--- config.mk ---
export PLATFORM = sky130hd
export DESIGN_NAME = matmul_4x4_stream_adapter
export DESIGN_NICKNAME = d
export VERILOG_FILES = /design/src/rtl/matmul_4x4_stream_adapter.sv
export SDC_FILE = /design/constraint.sdc
export NUM_CORES = 1
export LEC_CHECK = 0
export CAP_MARGIN = 20
export CORE_ASPECT_RATIO = 1.2
export CORE_MARGIN = 1.5
export CORE_UTILIZATION = 27
export CTS_CLUSTER_SIZE = 25
export DETAILED_ROUTE_END_ITERATION = 10
export HOLD_SLACK_MARGIN = 0.08
export PLACE_DENSITY = 0.56
export SETUP_SLACK_MARGIN = 0.1
export SLEW_MARGIN = 25
export SYNTH_ARGS = -nofsm -noshare
export SYNTH_HDL_FRONTEND = slang
export SYNTH_SLANG_ARGS = --single-unit
--- constraint.sdc ---
create_clock -name clk -period 58.1 [get_ports clk]
set_input_delay 11.62 -clock clk [delete_from_list [all_inputs] [get_ports clk]]
set_output_delay 11.62 -clock clk [all_outputs]
set_load 0.02 [all_outputs]
--- src/rtl/matmul_4x4_stream_adapter.sv ---
// matmul_4x4_stream_adapter
// Collects 32 signed operands (A row-major, then B row-major) from an input
// stream into registered 4x4 arrays for an external combinational multiplier.
// After MM_LAT cycles it captures the 4x4 product and streams the 16 results
// out row-major. Load and drain never overlap: LOAD -> WAIT -> DRAIN -> LOAD.
//
// Handshake rule for both streams: a transfer happens on a rising edge where
// valid && ready. valid never depends on ready. While a result is stalled
// (out_valid && !out_ready), out_valid, out_data and out_last hold stable.
module matmul_4x4_stream_adapter #(
    parameter int w      = 8,
    parameter int MM_LAT = 1
) (
    input  logic             clk,
    input  logic             rst,
    input  logic             in_valid,
    output logic             in_ready,
    input  logic [w-1:0]     in_data,
    output logic [w-1:0]     mm_a [0:3][0:3],
    output logic [w-1:0]     mm_b [0:3][0:3],
    input  logic [2*w+1:0]   mm_c [0:3][0:3],
    output logic             out_valid,
    input  logic             out_ready,
    output logic [2*w+1:0]   out_data,
    output logic             out_last,
    output logic             busy
);

    localparam logic [1:0] ST_LOAD  = 2'd0;
    localparam logic [1:0] ST_WAIT  = 2'd1;
    localparam logic [1:0] ST_DRAIN = 2'd2;

    // Wait count value on which the multiplier result is captured.
    localparam logic [7:0] WAIT_LAST = 8'(MM_LAT - 1);

    logic [1:0]     state_q, state_d;
    logic [4:0]     load_cnt_q, load_cnt_d;
    logic [7:0]     wait_cnt_q, wait_cnt_d;
    logic [3:0]     idx_q, idx_d;
    logic [w-1:0]   a_q [0:3][0:3];
    logic [w-1:0]   a_d [0:3][0:3];
    logic [w-1:0]   b_q [0:3][0:3];
    logic [w-1:0]   b_d [0:3][0:3];
    logic [2*w+1:0] res_q [0:3][0:3];
    logic [2*w+1:0] res_d [0:3][0:3];
    logic           in_fire;
    logic           out_fire;

    assign mm_a = a_q;
    assign mm_b = b_q;

    // Stream status and result selection, all decoded from registered state
    always_comb begin
        in_ready  = (state_q == ST_LOAD);
        out_valid = (state_q == ST_DRAIN);
        in_fire   = in_valid && (state_q == ST_LOAD);
        out_fire  = out_ready && (state_q == ST_DRAIN);
        out_data  = (state_q == ST_DRAIN) ? res_q[idx_q[3:2]][idx_q[1:0]] : '0;
        out_last  = (state_q == ST_DRAIN) && (idx_q == 4'd15);
        busy      = !((state_q == ST_LOAD) && (load_cnt_q == 5'd0));
    end

    // Next-state logic: operand deserialisation, latency wait, capture, drain
    always_comb begin
        state_d    = state_q;
        load_cnt_d = load_cnt_q;
        wait_cnt_d = wait_cnt_q;
        idx_d      = idx_q;
        a_d        = a_q;
        b_d        = b_q;
        res_d      = res_q;
        case (state_q)
            ST_LOAD: begin
                if (in_fire) begin
                    // bit 4 selects A/B, bits [3:2] the row, bits [1:0] the column
                    if (!load_cnt_q[4]) begin
                        a_d[load_cnt_q[3:2]][load_cnt_q[1:0]] = in_data;
                    end else begin
                        b_d[load_cnt_q[3:2]][load_cnt_q[1:0]] = in_data;
                    end
                    // 31 + 1 wraps to 0, ready for the next matrix pair
                    load_cnt_d = load_cnt_q + 5'd1;
                    if (load_cnt_q == 5'd31) begin
                        state_d    = ST_WAIT;
                        wait_cnt_d = 8'd0;
                    end
                end
            end
            ST_WAIT: begin
                if (wait_cnt_q == WAIT_LAST) begin
                    res_d   = mm_c;
                    state_d = ST_DRAIN;
                    idx_d   = 4'd0;
                end else begin
                    wait_cnt_d = wait_cnt_q + 8'd1;
                end
            end
            ST_DRAIN: begin
                if (out_fire) begin
                    idx_d = idx_q + 4'd1;
                    if (idx_q == 4'd15) begin
                        state_d = ST_LOAD;
                    end
                end
            end
            default: begin
                state_d = ST_LOAD;
            end
        endcase
    end

    // State registers with asynchronous reset to an empty, idle adapter
    always_ff @(posedge clk or posedge rst) begin
        if (rst) begin
            state_q    <= ST_LOAD;
            load_cnt_q <= 5'd0;
            wait_cnt_q <= 8'd0;
            idx_q      <= 4'd0;
            for (int i = 0; i < 4; i++) begin
                for (int j = 0; j < 4; j++) begin
                    a_q[i][j]   <= '0;
                    b_q[i][j]   <= '0;
                    res_q[i][j] <= '0;
                end
            end
        end else begin
            state_q    <= state_d;
            load_cnt_q <= load_cnt_d;
            wait_cnt_q <= wait_cnt_d;
            idx_q      <= idx_d;
            a_q        <= a_d;
            b_q        <= b_d;
            res_q      <= res_d;
        end
    end

endmodule

==> results of run 1 <==
cell type report:
| class | instances | area [um^2] | area share (%) |
|---|---|---|---|
| antenna | 4 | 10.01 | 0.03020 |
| tap | 1149 | 1438 | 4.338 |
| multi-input combinational | 917 | 9255 | 27.93 |
| inverter | 5 | 31.28 | 0.09439 |
| clock buffer | 87 | 1842 | 5.557 |
| clock inverter | 33 | 481.7 | 1.454 |
| timing repair buffer | 599 | 5989 | 18.07 |
| sequential | 563 | 14090 | 42.53 |
cell families after synthesis:
| group | share of synthesized area (%) |
|---|---|
| xor gates and xnor gates | 0.2571 |
| adders and majority gates | 0.4198 |
| buffers and inverters | 2.178 |
| DFF | 59.09 |
| AOI/OAI and AO/OA | 2.692 |
| and+or+nand+nor | 3.348 |
| muxes | 32.02 |
critical path: stages (launching register included):
cell             delay [ns]
dfrtp_4                0.90
buf_4                  0.85
mux4_2                 0.61
nand2b_1               0.15
nand3_1                0.11
o21ai_0                0.19
clkdlybuf4s50_1        0.63
flip-flops by register name, indices dropped and copies added (netlist names):
signal and count:
wait_cnt_q 8, mm_b 128, mm_a 128, res_q 288, load_cnt_q 5, idx_q 4
state_q 2
through the flow:
stage	instances	utilization (%)
after floorplan	1586	-
after global placement	3232	35.15
after detailed placement	3232	35.15
after CTS	3352	37.80
after global routing	3355	37.85
final	3357	37.85
report_power, final:
part           internal (mW)  switching [mW]
clock                  0.264           0.181
sequential             0.430          0.0393
combinational          0.169           0.197
how the worst min path moves through the flow:
stage / endpoint / slack (ns) / depth (start not counted)
finish: res_q[268] / 0.49 / 1
global route: res_q[244] / 0.50 / 1
CTS: res_q[227] / 0.49 / 1
detailed placement: res_q[227] / 0.48 / 1
global placement: res_q[218] / 0.47 / 1
floorplan: res_q[174] / 0.46 / 1
per-layer routing:
layer / vias up / GRT usage, % / wire [um] / part of all wire [%]
li1: 6883 / - / - / -
met1: 8114 / 20.82 / 31980 / 39
met2: 526 / 31.12 / 41030 / 50
met3: 99 / 6.898 / 7651 / 9.3
met4: 14 / 5.268 / 1777 / 2.2
met5: - / 0 / 90 / 0.11
placed cells by master (no fill, tap or decap), types with 3 or more instances in the layout:
cell type,netlist,layout
clkdlybuf4s50_1,0,577
dfrtp_1,563,561
mux2_2,447,447
mux2i_1,109,109
mux2_1,98,98
clkbuf_16,0,67
a22oi_1,51,51
nand2_1,30,30
nand3_1,21,21
nor2_2,21,21
o21ai_0,20,20
mux4_2,18,18
buf_4,18,18
nand2b_1,13,13
clkbuf_1,40,11
nor2_1,11,10
nand4_1,10,10
clkbuf_8,0,9
ha_1,8,8
bufinv_16,0,8
clkinv_2,0,8
o211ai_1,6,6
a21oi_1,5,5
inv_6,0,5
diode_2,0,4
nor3_2,4,4
inv_1,5,4
a22o_1,4,4
xor2_1,4,4
nor2b_1,6,3
xnor2_1,3,3
and3_1,3,3
nand3_2,3,3
and3b_1,3,3
o31ai_1,3,3
clkinvlp_4,0,3
clkinv_4,0,3
==> run metrics, run 1 <==
run status=finished clean; Pwr Density=a little under 40 nW/um^2; min-delay src=res_q[268]; list of most frequent post-synthesis cells=563 x dfrtp_1, 447 x mux2_2, 109 x mux2i_1; cell accounting for the most synthesized area=dfrtp_1; die area=90110 um^2; worst setup margin=42.37 ns; drc violations=0; Post-CTS Hold Fix Bufs=0; Area contributors post-synth=dfrtp_1 59%, mux2_2 21%, mux2_1 4.6%; CTS H-Tree Depth=3; chip height=around 330 um; Post-synth EDFFs=0; final hold slack=between 0.4 and 0.5 ns; Ys Warns=0; Vias/cell=approximately 4.7; R2R cell count=6; Pre-antenna DRT Iters=5; Post-CTS Setup Bufs=0; total CTS buffers=67; Initial Utilization=a little over a quarter; syn_nets=1894; Final #Nets=approximately 2500; synthesized flop and latch total=between 500 and 600; Most used DFF post-synth=dfrtp_1; fin crit share=between 20% and 30%; Slew Viols, Final=0; upper clock frequency limit=around 64 MHz; All-Layer GR Usage=18.11%; setup violators final=0; first-pass GRT wire length=roughly 120 mm; Crit Path Max Fanout=55; Pleak=about 14 nW; worst reg2reg endpoint=res_q[276]; Setup crit end=out_data[14]; Rel. slew slack=~29%; IO Port Bufs=577; vias in the first global route=about 17000; core box area=a little under 90000 um^2; Hold Crit Class=flop to flop; Post-Route WL=82.53 mm; final setup TNS=0 ns; TritonCTS clock tree=yes; Clock Tree Buf Depth=3; clk sinks=roughly 560; layout cell share with drive strength beyond 1=between 20% and 30%; post-cts resize count=0; Clock Root Buffer=clkbuf_16; fillcell total=roughly 8300; synthesized area=between 20000 and 25000 um^2; Peak VDD IR=about 0.000033 V; Die W=274.3 um; gp weighted congestion=around 0.85; Area growth syn-to-layout=39.00%; Worst Path Required=between 40 and 50 ns; violation count after the first detailed-route iteration=804; Top Ports=~580; most frequent cell after synthesis=dfrtp_1; HPWL Detailed=between 50 and 60 mm; Rows=between 100 and 150; pre-CTS WS=42.99 ns; Area after DPL=around 31000 um^2; initial antenna violation count=14; synthesized area per cell=around 15 um^2; Layout Skew=between 0.015 and 0.02 ns; R2R Setup Slk=between 50 and 60 ns; Detail Route Antenna Nets=0; largest net degree at the start of global routing=approximately 200; Yosys top cell area share=roughly three fifths; Crit. End Element=output pin; sequential-to-total area share from yosys stat=approximately three fifths; clk_lat worst skew=0.61 ns; CP startpoint kind=flop; Vias=~16000; WP data arrival=4.11 ns; total power=1.282 mW; clock period minus worst slack=around 16 ns; RSZ-0062 raised after global routing=no; CP startpoint=idx_q[2]; Worst Max-Slew Pin Slew=~1.1 ns; Post-Layout Inst Area=between 30000 and 40000 um^2; critical path class=flop to output pin; Reg clk slew, reported paths=around 0.060 ns; Synth Instances=between 1500 and 2000; FF-to-FF Start=state_q[0]; total grt overflow=0; WL per Instance=between 20 and 25 um; asr flop ratio synth=100.0%; Distinct cells, synth=45; final hold vios=0; max_cap viols=0
No activity file was read; power rests on OpenSTA's default activity.
==> run 2, diff against run 1 <==
- PLACE_DENSITY: 0.56 -> 0.58
- clock period: 58.1 -> 12.7 ns (I/O delays scaled with it)
==> run 2 against run 1 <==
- critical path depth down 1
- register-to-register slack worse by 45 ns
- combinational power rose to 4.7 times the previous value
- highest routed layer unchanged
- clock skew up 0.0023 ns
- utilization down 0.084 points
- worst setup slack worse by 36 ns
- worst hold slack worse by 0.0035 ns
- first-iteration DRC count down 15%
==> run metrics, run 2 (synthesis gave the netlist of run 1 again) <==
run status=finished clean (unchanged); TritonCTS clock tree=yes (unchanged); vias in the first global route=17663 (was 17451); commonest cells after routing, fill and taps aside=577 x clkdlybuf4s50_1, 561 x dfrtp_1, 447 x mux2_2 (unchanged); Post-CTS Setup Bufs=0 (unchanged); drc violations=0 (unchanged); commonest non-fill, non-tap cell in the layout=clkdlybuf4s50_1 (unchanged); Rows=119 (unchanged); violation count after the first detailed-route iteration=687 (was 804); gp weighted congestion=0.8494 (was 0.8476); critical path class=flop to output pin (unchanged); CTS H-Tree Depth=3 (unchanged); slowest cell delay on critical path=0.73 ns (was 0.90 ns); Post-Route WL=82.00 mm (was 82.53 mm); final setup TNS=0 ns (unchanged); Peak VDD IR=0.0001574 V (was 0.00003307 V); total CTS buffers=66 (was 67); Hold Crit Class=flop to flop (unchanged); switching power=1.901 mW (was 418.0 uW); Clock Tree Buf Depth=3 (unchanged); clk_lat worst skew=0.60 ns (was 0.61 ns); Non-Filler Instances=3359 (was 3357); Top reg by flops=res_q (unchanged); cells along the critical path=buf_12, mux2i_1, a22o_1, o31ai_1, clkdlybuf4s50_1 (was buf_4, mux4_2, nand2b_1, nand3_1, o21ai_0, clkdlybuf4s50_1); Clk pwr share=33.5% (was 34.8%); Final #Nets=2462 (was 2461); WL per Instance=24.41 um (was 24.58 um); Layout Skew=0.02123 ns (was 0.01897 ns); Crit. End Element=output pin (unchanged); Top Ports=578 (unchanged); Pwr Density=175.2 nW/um^2 (was 38.68 nW/um^2); clk sinks=563 (unchanged); CP startpoint kind=flop (unchanged); combinational share of power=29.8% (was 28.6%); Flop pwr share=36.7% (was 36.6%); Die W=274.3 um (unchanged); RSZ-0062 raised after global routing=no (unchanged); cell internal pwr=3.893 mW (was 863.8 uW); Rel. slew slack=33.32% (was 28.76%); IO Port Bufs=577 (unchanged); Clock Root Buffer=clkbuf_16 (unchanged); Vias/cell=4.640 (was 4.658); Largest register FFs=288 (unchanged); chip height=328.5 um (unchanged); placed insts=3233 (was 3232); core box area=87550 um^2 (unchanged); Worst Path Required=10.16 ns (was 46.48 ns); Initial Utilization=27.23% (unchanged); WP data arrival=3.90 ns (was 4.11 ns); final hold vios=0 (unchanged); top cell family by delay on the critical path=buffers and inverters (unchanged); first-pass GRT wire length=119.4 mm (was 120.0 mm); Worst Max-Slew Pin Slew=0.9978 ns (was 1.064 ns); layout cell share with drive strength beyond 1=29.02% (was 28.90%); max_cap viols=0 (unchanged); Post-CTS Hold Fix Bufs=0 (unchanged); initial antenna violation count=14 (unchanged); Pre-antenna DRT Iters=4 (was 5); post-cts resize count=0 (unchanged); Pleak=14.39 nW (was 14.41 nW); Vias=15585 (was 15636); buffers and inverters on the worst path=2 (unchanged); All-Layer GR Usage=17.93% (was 18.11%); clock period minus worst slack=6.437 ns; Reg clk slew, reported paths=0.06 ns (about the same); largest net degree at the start of global routing=188 (was 197); die area=90110 um^2 (unchanged); HPWL Detailed=59.47 mm (was 59.10 mm); fin crit share=50.69%; total grt overflow=0 (unchanged); Detail Route Antenna Nets=0 (unchanged); crit path max-delay cell type=clkdlybuf4s50_1 (was dfrtp_4); Slew Viols, Final=0 (unchanged); Crit Path Max Fanout=111 (was 55); Net Sw Frac=32.81% (was 32.61%); Area growth syn-to-layout=38.69% (was 39.00%); upper clock frequency limit=155.3 MHz; setup violators final=0 (unchanged)
-- run 2: worst paths after layout --
check | start | endpoint | slack (ns) | cells past startpoint
worst max-delay path | idx_q[2] | out_data[15] | 6.26 | 5
worst min-delay path | res_q[234] | res_q[234] | 0.49 | 1
worst max register to register | state_q[0] | res_q[114] | 9.68 | 6
worst min register to register | res_q[234] | res_q[234] | 0.49 | 1
max in group asynchronous | rst | res_q[213] | 8.49 | 5
min in group asynchronous | rst | res_q[35] | 2.25 | 2
-- run 2: per-layer routing --
metal  global-route usage [%]  vias up  routed length (um)
met1                    20.13     8075               31420
li1                         -     6874                   -
met5                        0        -                 111
met2                    31.54      522               41270
met4                    4.479       16                1692
met3                    7.037       98                7504
-- run 2: layout make-up --
cell class | instances | area (um^2)
diodes | 5 | 12.51
clock buffers | 89 | 1868
clock inverters | 30 | 339.1
fillers | 8290 | 54480
inverters | 5 | 22.52
multi-input cells | 917 | 9256
flip-flops and latches | 563 | 14090
well taps | 1149 | 1438
repair buffers | 601 | 6037
-- run 2: worst register-to-register path, stage by stage, from the launching register on --
cell,delay (ns)
dfrtp_1,0.51
nor2b_1,0.24
nand4_1,0.12
buf_4,0.48
buf_12,0.41
buf_16,0.55
mux2_2,0.59
-- run 2: per-stage QoR --
step / utilization [%] / setup slack [ns] / hold slack (ns) / power, mW / area [um^2]
floorplan: - / 2.494 / 0.4587 / 3.059 / 23850
global placement: 35.17 / 6.871 / 0.4694 / 3.887 / 30790
detailed placement: 35.17 / 6.781 / 0.4782 / 3.909 / 30790
CTS: 37.69 / 6.099 / 0.4921 / 5.885 / 33000
global route: 37.76 / 6.028 / 0.5049 / 6.043 / 33050
finish: 37.77 / 6.263 / 0.4890 / 5.793 / 33070
-- run 2: power by group through the flow --
stage / sequential, mW / combinational [mW] / clock [mW]
after global routing: 2.15 / 1.83 / 2.07
after floorplan: 2.22 / 0.841 / 0
after global placement: 2.15 / 1.74 / 0
final: 2.13 / 1.73 / 1.94
after detailed placement: 2.16 / 1.75 / 0
after CTS: 2.13 / 1.76 / 2.00
